--- config.mk ---
export PLATFORM = sky130hd
export DESIGN_NAME = ram_arbiter_flat
export DESIGN_NICKNAME = d
export VERILOG_FILES = /design/src/rtl/ram_arb_pkg.sv /design/src/rtl/ram_arbiter_if.sv /design/src/rtl/ram_byte_merge.sv /design/src/rtl/ram_arbiter.sv /design/src/flat_wrapper.sv
export SDC_FILE = /design/constraint.sdc
export NUM_CORES = 1
export LEC_CHECK = 0
export ABC_CLOCK_PERIOD_IN_PS = 5120
export BUFFER_PORTS_ARGS = -buffer_cell sky130_fd_sc_hd__buf_2
export CORE_UTILIZATION = 35
export CTS_CLUSTER_DIAMETER = 40
export CTS_CLUSTER_SIZE = 10
export DETAILED_ROUTE_END_ITERATION = 8
export GPL_TIMING_DRIVEN = 0
export REMOVE_ABC_BUFFERS = 1
export SLEW_MARGIN = 20
export SYNTH_ARGS = -nofsm -noshare
export SYNTH_HDL_FRONTEND = slang
export SYNTH_HIERARCHICAL = 1
export SYNTH_SLANG_ARGS = --single-unit
--- constraint.sdc ---
create_clock -name clk -period 5.12 [get_ports clk]
set_input_delay 0.768 -clock clk [delete_from_list [all_inputs] [get_ports clk]]
set_output_delay 0.768 -clock clk [all_outputs]
set_load 0.02 [all_outputs]
--- src/rtl/ram_arb_pkg.sv ---
// Shared types and default widths for the instruction/data RAM arbiter.
package ram_arb_pkg;

  localparam int unsigned RAM_ADDR_W = 14;
  localparam int unsigned RAM_DATA_W = 32;

  typedef enum logic [1:0] {
    IDLE,
    RD_WAIT,
    RMW_WRITE
  } state_t;

  typedef enum logic {
    PORT_FETCH,
    PORT_DATA
  } port_t;

endpackage

--- src/rtl/ram_arbiter_if.sv ---
// Fetch port, load/store port and RAM-side signals of the arbiter.
interface ram_arbiter_if
  import ram_arb_pkg::*;
#(
  parameter int unsigned ADDR_W = RAM_ADDR_W,
  parameter int unsigned DATA_W = RAM_DATA_W
);

  localparam int unsigned BE_W = DATA_W / 8;

  logic              i_req;
  logic [ADDR_W-1:0] i_addr;
  logic              i_gnt;
  logic              i_rvalid;
  logic [DATA_W-1:0] i_rdata;

  logic              d_req;
  logic              d_we;
  logic [BE_W-1:0]   d_be;
  logic [ADDR_W-1:0] d_addr;
  logic [DATA_W-1:0] d_wdata;
  logic              d_gnt;
  logic              d_rvalid;
  logic [DATA_W-1:0] d_rdata;

  logic              ram_wen;
  logic              ram_ren;
  logic [ADDR_W-1:0] ram_waddr;
  logic [ADDR_W-1:0] ram_raddr;
  logic [DATA_W-1:0] ram_wdata;
  logic [DATA_W-1:0] ram_rdata;

  // Arbiter side
  modport slave (
    input  i_req, i_addr, d_req, d_we, d_be, d_addr, d_wdata, ram_rdata,
    output i_gnt, i_rvalid, i_rdata, d_gnt, d_rvalid, d_rdata,
    output ram_wen, ram_ren, ram_waddr, ram_raddr, ram_wdata
  );

  // Core ports plus RAM, as seen from outside the arbiter
  modport master (
    output i_req, i_addr, d_req, d_we, d_be, d_addr, d_wdata, ram_rdata,
    input  i_gnt, i_rvalid, i_rdata, d_gnt, d_rvalid, d_rdata,
    input  ram_wen, ram_ren, ram_waddr, ram_raddr, ram_wdata
  );

endinterface

--- src/rtl/ram_byte_merge.sv ---
// Byte-lane merge: lanes with be set take the new word, others keep the old word.
module ram_byte_merge #(
  parameter int unsigned DATA_W = 32
) (
  input  logic [DATA_W-1:0]   old_i,
  input  logic [DATA_W-1:0]   new_i,
  input  logic [DATA_W/8-1:0] be_i,
  output logic [DATA_W-1:0]   merged_o
);

  localparam int unsigned BE_W = DATA_W / 8;

  always_comb begin
    merged_o = old_i;
    for (int unsigned k = 0; k < BE_W; k++) begin
      if (be_i[k]) merged_o[8*k +: 8] = new_i[8*k +: 8];
    end
  end

endmodule

--- src/rtl/ram_arbiter.sv ---
// Shares one word RAM between fetch and load/store ports; alternating priority
// on contention, partial stores done as read-modify-write.
module ram_arbiter
  import ram_arb_pkg::*;
#(
  parameter int unsigned ADDR_W = RAM_ADDR_W,
  parameter int unsigned DATA_W = RAM_DATA_W
) (
  input  logic          clk,
  input  logic          rst,
  ram_arbiter_if.slave  bus
);

  localparam int unsigned BE_W = DATA_W / 8;

  state_t            state_q, state_d;
  port_t             last_win_q, last_win_d;
  port_t             rd_port_q, rd_port_d;
  logic [ADDR_W-1:0] rmw_addr_q, rmw_addr_d;
  logic [BE_W-1:0]   rmw_be_q, rmw_be_d;
  logic [DATA_W-1:0] rmw_wdata_q, rmw_wdata_d;
  logic [DATA_W-1:0] i_rdata_q, i_rdata_d;
  logic [DATA_W-1:0] d_rdata_q, d_rdata_d;

  logic              fetch_win;
  logic              data_win;
  logic              d_load;
  logic              d_full;
  logic              d_part;
  logic              contend;
  logic [DATA_W-1:0] merged;

  ram_byte_merge #(.DATA_W(DATA_W)) u_merge (
    .old_i    (bus.ram_rdata),
    .new_i    (rmw_wdata_q),
    .be_i     (rmw_be_q),
    .merged_o (merged)
  );

  // Grant decision: only in IDLE and never while reset is asserted
  always_comb begin
    contend   = 1'b0;
    fetch_win = 1'b0;
    data_win  = 1'b0;
    if (!rst && state_q == IDLE) begin
      contend   = bus.i_req && bus.d_req;
      fetch_win = bus.i_req && (!bus.d_req || last_win_q == PORT_DATA);
      data_win  = bus.d_req && !fetch_win;
    end
    d_load = data_win && !bus.d_we;
    d_full = data_win && bus.d_we && (&bus.d_be);
    d_part = data_win && bus.d_we && (|bus.d_be) && !(&bus.d_be);
  end

  always_ff @(posedge clk) begin
    if (rst) begin
      state_q <= IDLE;
    end else begin
      state_q <= state_d;
    end
  end

  always_comb begin
    state_d = state_q;
    case (state_q)
      IDLE: begin
        if (fetch_win || d_load) state_d = RD_WAIT;
        else if (d_part)         state_d = RMW_WRITE;
      end
      RD_WAIT:   state_d = IDLE;
      RMW_WRITE: state_d = IDLE;
      default:   state_d = IDLE;
    endcase
  end

  // RAM control, grants and read returns; everything forced low in reset
  always_comb begin
    bus.i_gnt     = 1'b0;
    bus.d_gnt     = 1'b0;
    bus.i_rvalid  = 1'b0;
    bus.d_rvalid  = 1'b0;
    bus.i_rdata   = '0;
    bus.d_rdata   = '0;
    bus.ram_wen   = 1'b0;
    bus.ram_ren   = 1'b0;
    bus.ram_waddr = '0;
    bus.ram_raddr = '0;
    bus.ram_wdata = '0;
    if (!rst) begin
      bus.i_rdata = i_rdata_q;
      bus.d_rdata = d_rdata_q;
      case (state_q)
        IDLE: begin
          bus.i_gnt = fetch_win;
          bus.d_gnt = data_win;
          if (fetch_win) begin
            bus.ram_ren   = 1'b1;
            bus.ram_raddr = bus.i_addr;
          end else if (d_load || d_part) begin
            bus.ram_ren   = 1'b1;
            bus.ram_raddr = bus.d_addr;
          end
          if (d_full) begin
            bus.ram_wen   = 1'b1;
            bus.ram_waddr = bus.d_addr;
            bus.ram_wdata = bus.d_wdata;
          end
        end
        RD_WAIT: begin
          if (rd_port_q == PORT_FETCH) begin
            bus.i_rvalid = 1'b1;
            bus.i_rdata  = bus.ram_rdata;
          end else begin
            bus.d_rvalid = 1'b1;
            bus.d_rdata  = bus.ram_rdata;
          end
        end
        RMW_WRITE: begin
          bus.ram_wen   = 1'b1;
          bus.ram_waddr = rmw_addr_q;
          bus.ram_wdata = merged;
        end
        default: ;
      endcase
    end
  end

  always_comb begin
    last_win_d  = last_win_q;
    rd_port_d   = rd_port_q;
    rmw_addr_d  = rmw_addr_q;
    rmw_be_d    = rmw_be_q;
    rmw_wdata_d = rmw_wdata_q;
    i_rdata_d   = i_rdata_q;
    d_rdata_d   = d_rdata_q;
    if (contend) last_win_d = fetch_win ? PORT_FETCH : PORT_DATA;
    if (fetch_win)   rd_port_d = PORT_FETCH;
    else if (d_load) rd_port_d = PORT_DATA;
    if (d_part) begin
      rmw_addr_d  = bus.d_addr;
      rmw_be_d    = bus.d_be;
      rmw_wdata_d = bus.d_wdata;
    end
    if (bus.i_rvalid) i_rdata_d = bus.ram_rdata;
    if (bus.d_rvalid) d_rdata_d = bus.ram_rdata;
  end

  // First contention after reset must go to fetch, hence last_win resets to DATA
  always_ff @(posedge clk) begin
    if (rst) begin
      last_win_q  <= PORT_DATA;
      rd_port_q   <= PORT_FETCH;
      rmw_addr_q  <= '0;
      rmw_be_q    <= '0;
      rmw_wdata_q <= '0;
      i_rdata_q   <= '0;
      d_rdata_q   <= '0;
    end else begin
      last_win_q  <= last_win_d;
      rd_port_q   <= rd_port_d;
      rmw_addr_q  <= rmw_addr_d;
      rmw_be_q    <= rmw_be_d;
      rmw_wdata_q <= rmw_wdata_d;
      i_rdata_q   <= i_rdata_d;
      d_rdata_q   <= d_rdata_d;
    end
  end

endmodule

--- src/flat_wrapper.sv ---
// flat-port wrapper written by rule: the top's interface ports become plain ports
module ram_arbiter_flat import ram_arb_pkg::*;
#(
  parameter int unsigned ADDR_W = RAM_ADDR_W,
  parameter int unsigned DATA_W = RAM_DATA_W
)
  (clk, rst, bus_i_req, bus_i_addr, bus_d_req, bus_d_we, bus_d_be, bus_d_addr, bus_d_wdata, bus_ram_rdata, bus_i_gnt, bus_i_rvalid, bus_i_rdata, bus_d_gnt, bus_d_rvalid, bus_d_rdata, bus_ram_wen, bus_ram_ren, bus_ram_waddr, bus_ram_raddr, bus_ram_wdata);
  ram_arbiter_if #(.ADDR_W(ADDR_W), .DATA_W(DATA_W)) bus_i ();
  input  logic clk;
  input  logic rst;
  input wire logic [$bits(bus_i.i_req)-1:0] bus_i_req;
  input wire logic [$bits(bus_i.i_addr)-1:0] bus_i_addr;
  input wire logic [$bits(bus_i.d_req)-1:0] bus_d_req;
  input wire logic [$bits(bus_i.d_we)-1:0] bus_d_we;
  input wire logic [$bits(bus_i.d_be)-1:0] bus_d_be;
  input wire logic [$bits(bus_i.d_addr)-1:0] bus_d_addr;
  input wire logic [$bits(bus_i.d_wdata)-1:0] bus_d_wdata;
  input wire logic [$bits(bus_i.ram_rdata)-1:0] bus_ram_rdata;
  output wire logic [$bits(bus_i.i_gnt)-1:0] bus_i_gnt;
  output wire logic [$bits(bus_i.i_rvalid)-1:0] bus_i_rvalid;
  output wire logic [$bits(bus_i.i_rdata)-1:0] bus_i_rdata;
  output wire logic [$bits(bus_i.d_gnt)-1:0] bus_d_gnt;
  output wire logic [$bits(bus_i.d_rvalid)-1:0] bus_d_rvalid;
  output wire logic [$bits(bus_i.d_rdata)-1:0] bus_d_rdata;
  output wire logic [$bits(bus_i.ram_wen)-1:0] bus_ram_wen;
  output wire logic [$bits(bus_i.ram_ren)-1:0] bus_ram_ren;
  output wire logic [$bits(bus_i.ram_waddr)-1:0] bus_ram_waddr;
  output wire logic [$bits(bus_i.ram_raddr)-1:0] bus_ram_raddr;
  output wire logic [$bits(bus_i.ram_wdata)-1:0] bus_ram_wdata;
  assign bus_i.i_req = bus_i_req;
  assign bus_i.i_addr = bus_i_addr;
  assign bus_i.d_req = bus_d_req;
  assign bus_i.d_we = bus_d_we;
  assign bus_i.d_be = bus_d_be;
  assign bus_i.d_addr = bus_d_addr;
  assign bus_i.d_wdata = bus_d_wdata;
  assign bus_i.ram_rdata = bus_ram_rdata;
  assign bus_i_gnt = bus_i.i_gnt;
  assign bus_i_rvalid = bus_i.i_rvalid;
  assign bus_i_rdata = bus_i.i_rdata;
  assign bus_d_gnt = bus_i.d_gnt;
  assign bus_d_rvalid = bus_i.d_rvalid;
  assign bus_d_rdata = bus_i.d_rdata;
  assign bus_ram_wen = bus_i.ram_wen;
  assign bus_ram_ren = bus_i.ram_ren;
  assign bus_ram_waddr = bus_i.ram_waddr;
  assign bus_ram_raddr = bus_i.ram_raddr;
  assign bus_ram_wdata = bus_i.ram_wdata;
  ram_arbiter #(.ADDR_W(ADDR_W), .DATA_W(DATA_W)) u_core (.clk(clk), .rst(rst), .bus(bus_i));
endmodule
# After elaboration in Yosys (flattened, before gate mapping)

Cells that the tools add are included.

Reduce and logical (&&, ||, !) cells: 24
Multiplexer cells: 43
Equal/unequal tests: 2
Bitwise gates (word level): 1

Operators with widths:

| operator                                                               | number |
|---|---|
| 32-bit 2-to-1 mux                                                      | 8 |
| 14-bit 2-to-1 mux                                                      | 6 |
| 32-bit one-hot mux with 2 select lines                                 | 1 |
| 8-bit 2-to-1 mux                                                       | 4 |
| 14-bit one-hot mux with 2 select lines                                 | 1 |
| 1-bit 2-to-1 mux                                                       | 22 |
| 1-bit logical AND                                                      | 9 |
| 1-bit logical NOT                                                      | 5 |
| 4-bit AND reduction                                                    | 1 |
| 2-bit OR reduction                                                     | 2 |
| 4-bit OR reduction                                                     | 1 |
| 1-bit logical OR                                                       | 3 |
| 3-bit OR reduction                                                     | 1 |
| 2-bit by 1-bit equality test with 1-bit output (second input constant) | 1 |
| 2-bit equality test (second input constant)                            | 1 |
| 2-bit logical NOT                                                      | 1 |
| 1-bit one-hot mux with 2 select lines                                  | 1 |
| 2-bit nonzero test                                                     | 1 |
| 1-bit NOT                                                              | 1 |

Output and inout port bits: 130
Register bits after elaboration: 118

# Depth between registers and ports, before layout

Word-level depth: 14
Gate-level depth with buffers: 6
Depth with buffers taken out: 3

# Modules after synthesis

The synthesis kept the hierarchy.

By module, submodules not included:

| module         | times used | area an instance (µm²) | cells an instance |
|---|---|---|---|
| ram_arbiter    | 1          | 5550.3                 | 620 |
| ram_byte_merge | 1          | 525.5                  | 36 |

# Worst setup path after synthesis

Ideal clock, no wire load.

Path kind: input port to output port
From: in rst
To: out bus_ram_raddr[10]
Stages on the path: 4
Path slack: 1.942 ns
Buffers on the path: 1
Arrival time: 2.410 ns
Path through: or4b_1 -> a21oi_1 -> clkbuf_1 -> a32o_1

Word-level cells in the longest chain between the ends: 11

RTL lines:

| element                         | line               | text |
|---|---|---|
| start: declaration              | flat_wrapper.sv:10 | `input logic rst;` |
| 1-bit logical NOT               | ram_arbiter.sv:45  | `if (!rst && state_q == IDLE) begin` |
| 1-bit logical AND               | ram_arbiter.sv:45  |  |
| 1-bit 2-to-1 mux                | ram_arbiter.sv:45  |  |
| 1-bit logical AND (3 in series) | ram_arbiter.sv:52  | `d_part = data_win && bus.d_we && (\|bus.d_be) && !(&bus.d_be);` |
| 1-bit logical OR                | ram_arbiter.sv:99  | `end else if (d_load \|\| d_part) begin` |
| 14-bit 2-to-1 mux               | ram_arbiter.sv:99  |  |
| 14-bit 2-to-1 mux               | ram_arbiter.sv:96  | `if (fetch_win) begin` |
| 14-bit 2-to-1 mux               | ram_arbiter.sv:92  | `case (state_q)` |
| 14-bit 2-to-1 mux (*)           | ram_arbiter.sv:89  | `if (!rst) begin` |
| end: declaration                | flat_wrapper.sv:28 | `output wire logic [$bits(bus_i.ram_raddr)-1:0] bus_ram_raddr;` |

Mark *: on every way between the ends. The rest lies on a longest branch, timed or not.

# Worst setup path in the final report

From: in rst
To: out bus_ram_wdata[7]

Word-level cells in the longest chain between the ends: 8

RTL lines:

| element                                | line               | text |
|---|---|---|
| 1-bit logical NOT                      | ram_arbiter.sv:45  |  |
| 1-bit logical AND                      | ram_arbiter.sv:45  |  |
| 1-bit 2-to-1 mux                       | ram_arbiter.sv:45  |  |
| 1-bit logical AND (2 in series)        | ram_arbiter.sv:51  | `d_full = data_win && bus.d_we && (&bus.d_be);` |
| 32-bit 2-to-1 mux                      | ram_arbiter.sv:103 | `if (d_full) begin` |
| 32-bit one-hot mux with 2 select lines | ram_arbiter.sv:92  |  |
| 32-bit 2-to-1 mux (*)                  | ram_arbiter.sv:89  |  |
| end: declaration                       | flat_wrapper.sv:29 | `output wire logic [$bits(bus_i.ram_wdata)-1:0] bus_ram_wdata;` |

Marked as above.

==> Implementation_results.wiki <==
{| class="wikitable"
! Metric !! Value
|-
| Result of the run || completed
|-
| Classification of the worst-slack hold path || reg -> reg
|-
| Final number of hold-violating endpoints || 0
|-
| Via count of the first global-routing pass || 5083
|-
| Yosys top cell area share || 0.3888
|-
| Wirelength per Cell || 15.35 um
|-
| Placed cell area || 7433 um2
|-
| TritonCTS clock tree || yes
|-
| Class of the most critical setup path || in -> out
|-
| Dominant cells by area after synthesis || sky130_fd_sc_hd__dfxtp_1 39%, sky130_fd_sc_hd__mux2_4 20%, sky130_fd_sc_hd__a21oi_1 11%, sky130_fd_sc_hd__nand2_1 8.0%, sky130_fd_sc_hd__a22o_1 6.6%
|-
| Ys Warns || 6
|-
| Part of the cycle the worst path needs || 0.7344
|-
| Cell Rows || 47
|-
| Sequential share of the synthesized area || 0.3888
|-
| Clock transition at path regs || 0.05 ns
|-
| Remaining antenna violation count after routing || 0
|-
| Number of antenna violations at the first check in global routing || 1
|-
| Setup Total Neg Slack || 0 ns
|-
| Root buffer cell || sky130_fd_sc_hd__clkbuf_16
|-
| Cell type with the largest total area after synthesis || sky130_fd_sc_hd__dfxtp_1
|-
| RSZ-0062 raised after global routing || false
|-
| Number of gates resized after CTS || 0
|-
| Post-cts hold buffer count || 0
|-
| Detailed Route Iter0 Violations || 259
|-
| Leakage || 3.822 nW
|-
| Synth cell types || 31
|-
| Transition time at the pin with the least slew margin || 0.9013 ns
|-
| DRC || 0
|-
| Drt first pass iters || 5
|-
| Global placer's final weighted congestion || 0.7444
|-
| DIE AREA || 17890 um2
|-
| Post-route minimum period || 3.760 ns
|-
| Proportion of layout cells with a drive suffix above 1 || 0.4204
|-
| Worst slack at placement || 1.287 ns
|-
| Final Core Density || 0.4806
|-
| Cell count after synthesis || 656
|-
| Dpl hpwl || 11540 um
|-
| Number of ports placed on the die boundary || 231
|-
| Launching element type of the critical path || input pin
|-
| Final Max Tran Viols || 0
|-
| Power per cell area || 315.0 nW/um2
|-
| Share of synthesized flip-flops with an asynchronous set or reset || 0
|-
| Post-layout worst setup margin || 1.360 ns
|-
| Most instantiated cells after synthesis || 130 x sky130_fd_sc_hd__a21oi_1, 129 x sky130_fd_sc_hd__nand2_1, 118 x sky130_fd_sc_hd__dfxtp_1
|-
| Post-Layout Inst Area || 8054 um2
|-
| Maxcap violations || 0
|-
| Total vias in the final route || 5482
|-
| Worst EP required || 4.35 ns
|-
| WL final || 16790 um
|-
| Initial core utilization || 0.3625
|-
| Number of buffers added on ports || 230
|-
| Achievable clock frequency || 0.2659 GHz
|-
| Number of placed instances with taps included || 1061
|-
| Worst-case clock buffer depth || 2
|-
| Setup Skew || 0.006853 ns
|-
| Die width || 133.8 um
|-
| Setup repair bufs after CTS || 0
|-
| Wire length of the first global-routing pass || 26680 um
|-
| Crit Path Max Fanout || 101
|-
| Vias per cell || 5.011
|-
| Area added between synthesis and finish || 32.56%
|-
| TritonCTS buffer count || 17
|-
| Y dimension of the die || 133.8 um
|-
| Largest net degree at the start of global routing || 102
|-
| Area inside the core boundary || 16760 um2
|-
| Synthesis-stage register bit count || 118
|-
| Setup violations, final || 0
|-
| Count of flip-flops with a built-in enable after synthesis || 0
|-
| Overall Power || 2.537 mW
|-
| Crit path DAT || 2.99 ns
|-
| Sinks on the clock net || 118
|-
| Hold slack final || 0.4608 ns
|-
| Total number of nets in the final design || 961
|-
| Most repeated cell in the gate-level netlist after synthesis || sky130_fd_sc_hd__a21oi_1
|-
| Clk_lat worst skew || 0.41 ns
|-
| Number of levels in the clock H-tree || 4
|-
| Overall routing resource usage || 0.1886
|-
| Most used flip-flop cell after synthesis || sky130_fd_sc_hd__dfxtp_1
|-
| Final cell count without fillers || 1094
|-
| Peak ir drop on the vdd network || 0.0002129 V
|-
| Netlist area before placement || 6076 um2
|-
| Endpoint kind of the worst setup timing path || output pin
|-
| Synthesized area per cell || 9.262 um2
|-
| Remaining Overflow, GRT || 0
|-
| Max-slew headroom at the worst pin || 0.3991
|-
| Filler Cell Count || 1641
|}
-- state kept, by name, indices dropped and copies added, names as in the netlist --
signal	count
u_core/rmw_addr_q	14
u_core/last_win_q	1
u_core/rd_port_q	1
u_core/i_rdata_q	32
u_core/rmw_be_q	4
u_core/state_q	2
u_core/rmw_wdata_q	32
u_core/d_rdata_q	32
-- critical path, cell delays in order --
cell,delay [ns]
sky130_fd_sc_hd__buf_8,0.21
sky130_fd_sc_hd__buf_16,0.29
sky130_fd_sc_hd__nor4b_1,0.37
sky130_fd_sc_hd__and4_2,0.75
sky130_fd_sc_hd__buf_16,0.24
sky130_fd_sc_hd__a22o_1,0.14
sky130_fd_sc_hd__buf_2,0.19
-- placed cells by master, fill, tap and decap left out, types with 2 or more instances in the layout --
cell type                    netlist  routed
sky130_fd_sc_hd__a31oi_1           2       2
sky130_fd_sc_hd__buf_6            10       3
sky130_fd_sc_hd__nand2_1         129     129
sky130_fd_sc_hd__buf_4             0       7
sky130_fd_sc_hd__nor3_1            2       2
sky130_fd_sc_hd__a32o_1           14      14
sky130_fd_sc_hd__nor2b_1          50      50
sky130_fd_sc_hd__a22o_1           46      46
sky130_fd_sc_hd__dfxtp_1         118     118
sky130_fd_sc_hd__nor2_1            2       2
sky130_fd_sc_hd__inv_1             2       2
sky130_fd_sc_hd__a21oi_2           0       2
sky130_fd_sc_hd__inv_6             0       3
sky130_fd_sc_hd__clkbuf_16         0      17
sky130_fd_sc_hd__clkinv_4          0       3
sky130_fd_sc_hd__a21oi_1         130     128
sky130_fd_sc_hd__buf_16            0       4
sky130_fd_sc_hd__a21o_1            2       2
sky130_fd_sc_hd__mux2_4           81      81
sky130_fd_sc_hd__clkinv_2          0       2
sky130_fd_sc_hd__bufinv_16         0       3
sky130_fd_sc_hd__nor3b_2           0       2
sky130_fd_sc_hd__buf_2             2     229
sky130_fd_sc_hd__clkinvlp_4        0       3
sky130_fd_sc_hd__or4b_1            3       2
-- worst paths after layout --
path                                          start                    end  slack (ns)  cells past startpoint
worst max-delay path                            rst       bus_ram_wdata[7]        1.36                      7
worst min-delay path            u_core/i_rdata_q[7]    u_core/i_rdata_q[7]        0.46                      2
worst max register to register    u_core/state_q[0]  u_core/rmw_wdata_q[0]        2.58                      4
worst min register to register  u_core/i_rdata_q[7]    u_core/i_rdata_q[7]        0.46                      2
-- cell families after synthesis --
kind of cell	synth area share
xor+xnor	0.001442
simple gates	0.1536
buf+inv	0.05107
mux	0.2020
compound gates	0.2030
flops	0.3888
-- cell type report --
class                   count  area, um2  share of cell area
multi-input cells         476       3431              0.4260
flip-flops and latches    118       2362              0.2933
repair buffers            244       1358              0.1686
clock buffers              18      439.2             0.05453
well taps                 220      275.3             0.03418
clock inverters            14      175.2             0.02175
inverters                   3      11.26            0.001398
diodes                      1      2.502           0.0003107
-- routing by layer --
layer	track usage	part of all wire	vias up
met3	0.04756	0.059	15
met2	0.2982	0.45	159
met5	0	0	-
met1	0.2521	0.48	2575
li1	-	-	2733
met4	0.05429	0.010	0
-- power breakdown --
| part | internal (mW) | leakage [nW] | total, mW | switching, mW |
|---|---|---|---|---|
| clock network | 0.783 | 0.293 | 1.23 | 0.446 |
| registers | 0.955 | 0.957 | 0.977 | 0.0217 |
| logic | 0.148 | 2.57 | 0.331 | 0.183 |
| total | 1.89 | 3.82 | 2.54 | 0.651 |
No activity file was read; power rests on OpenSTA's default activity.
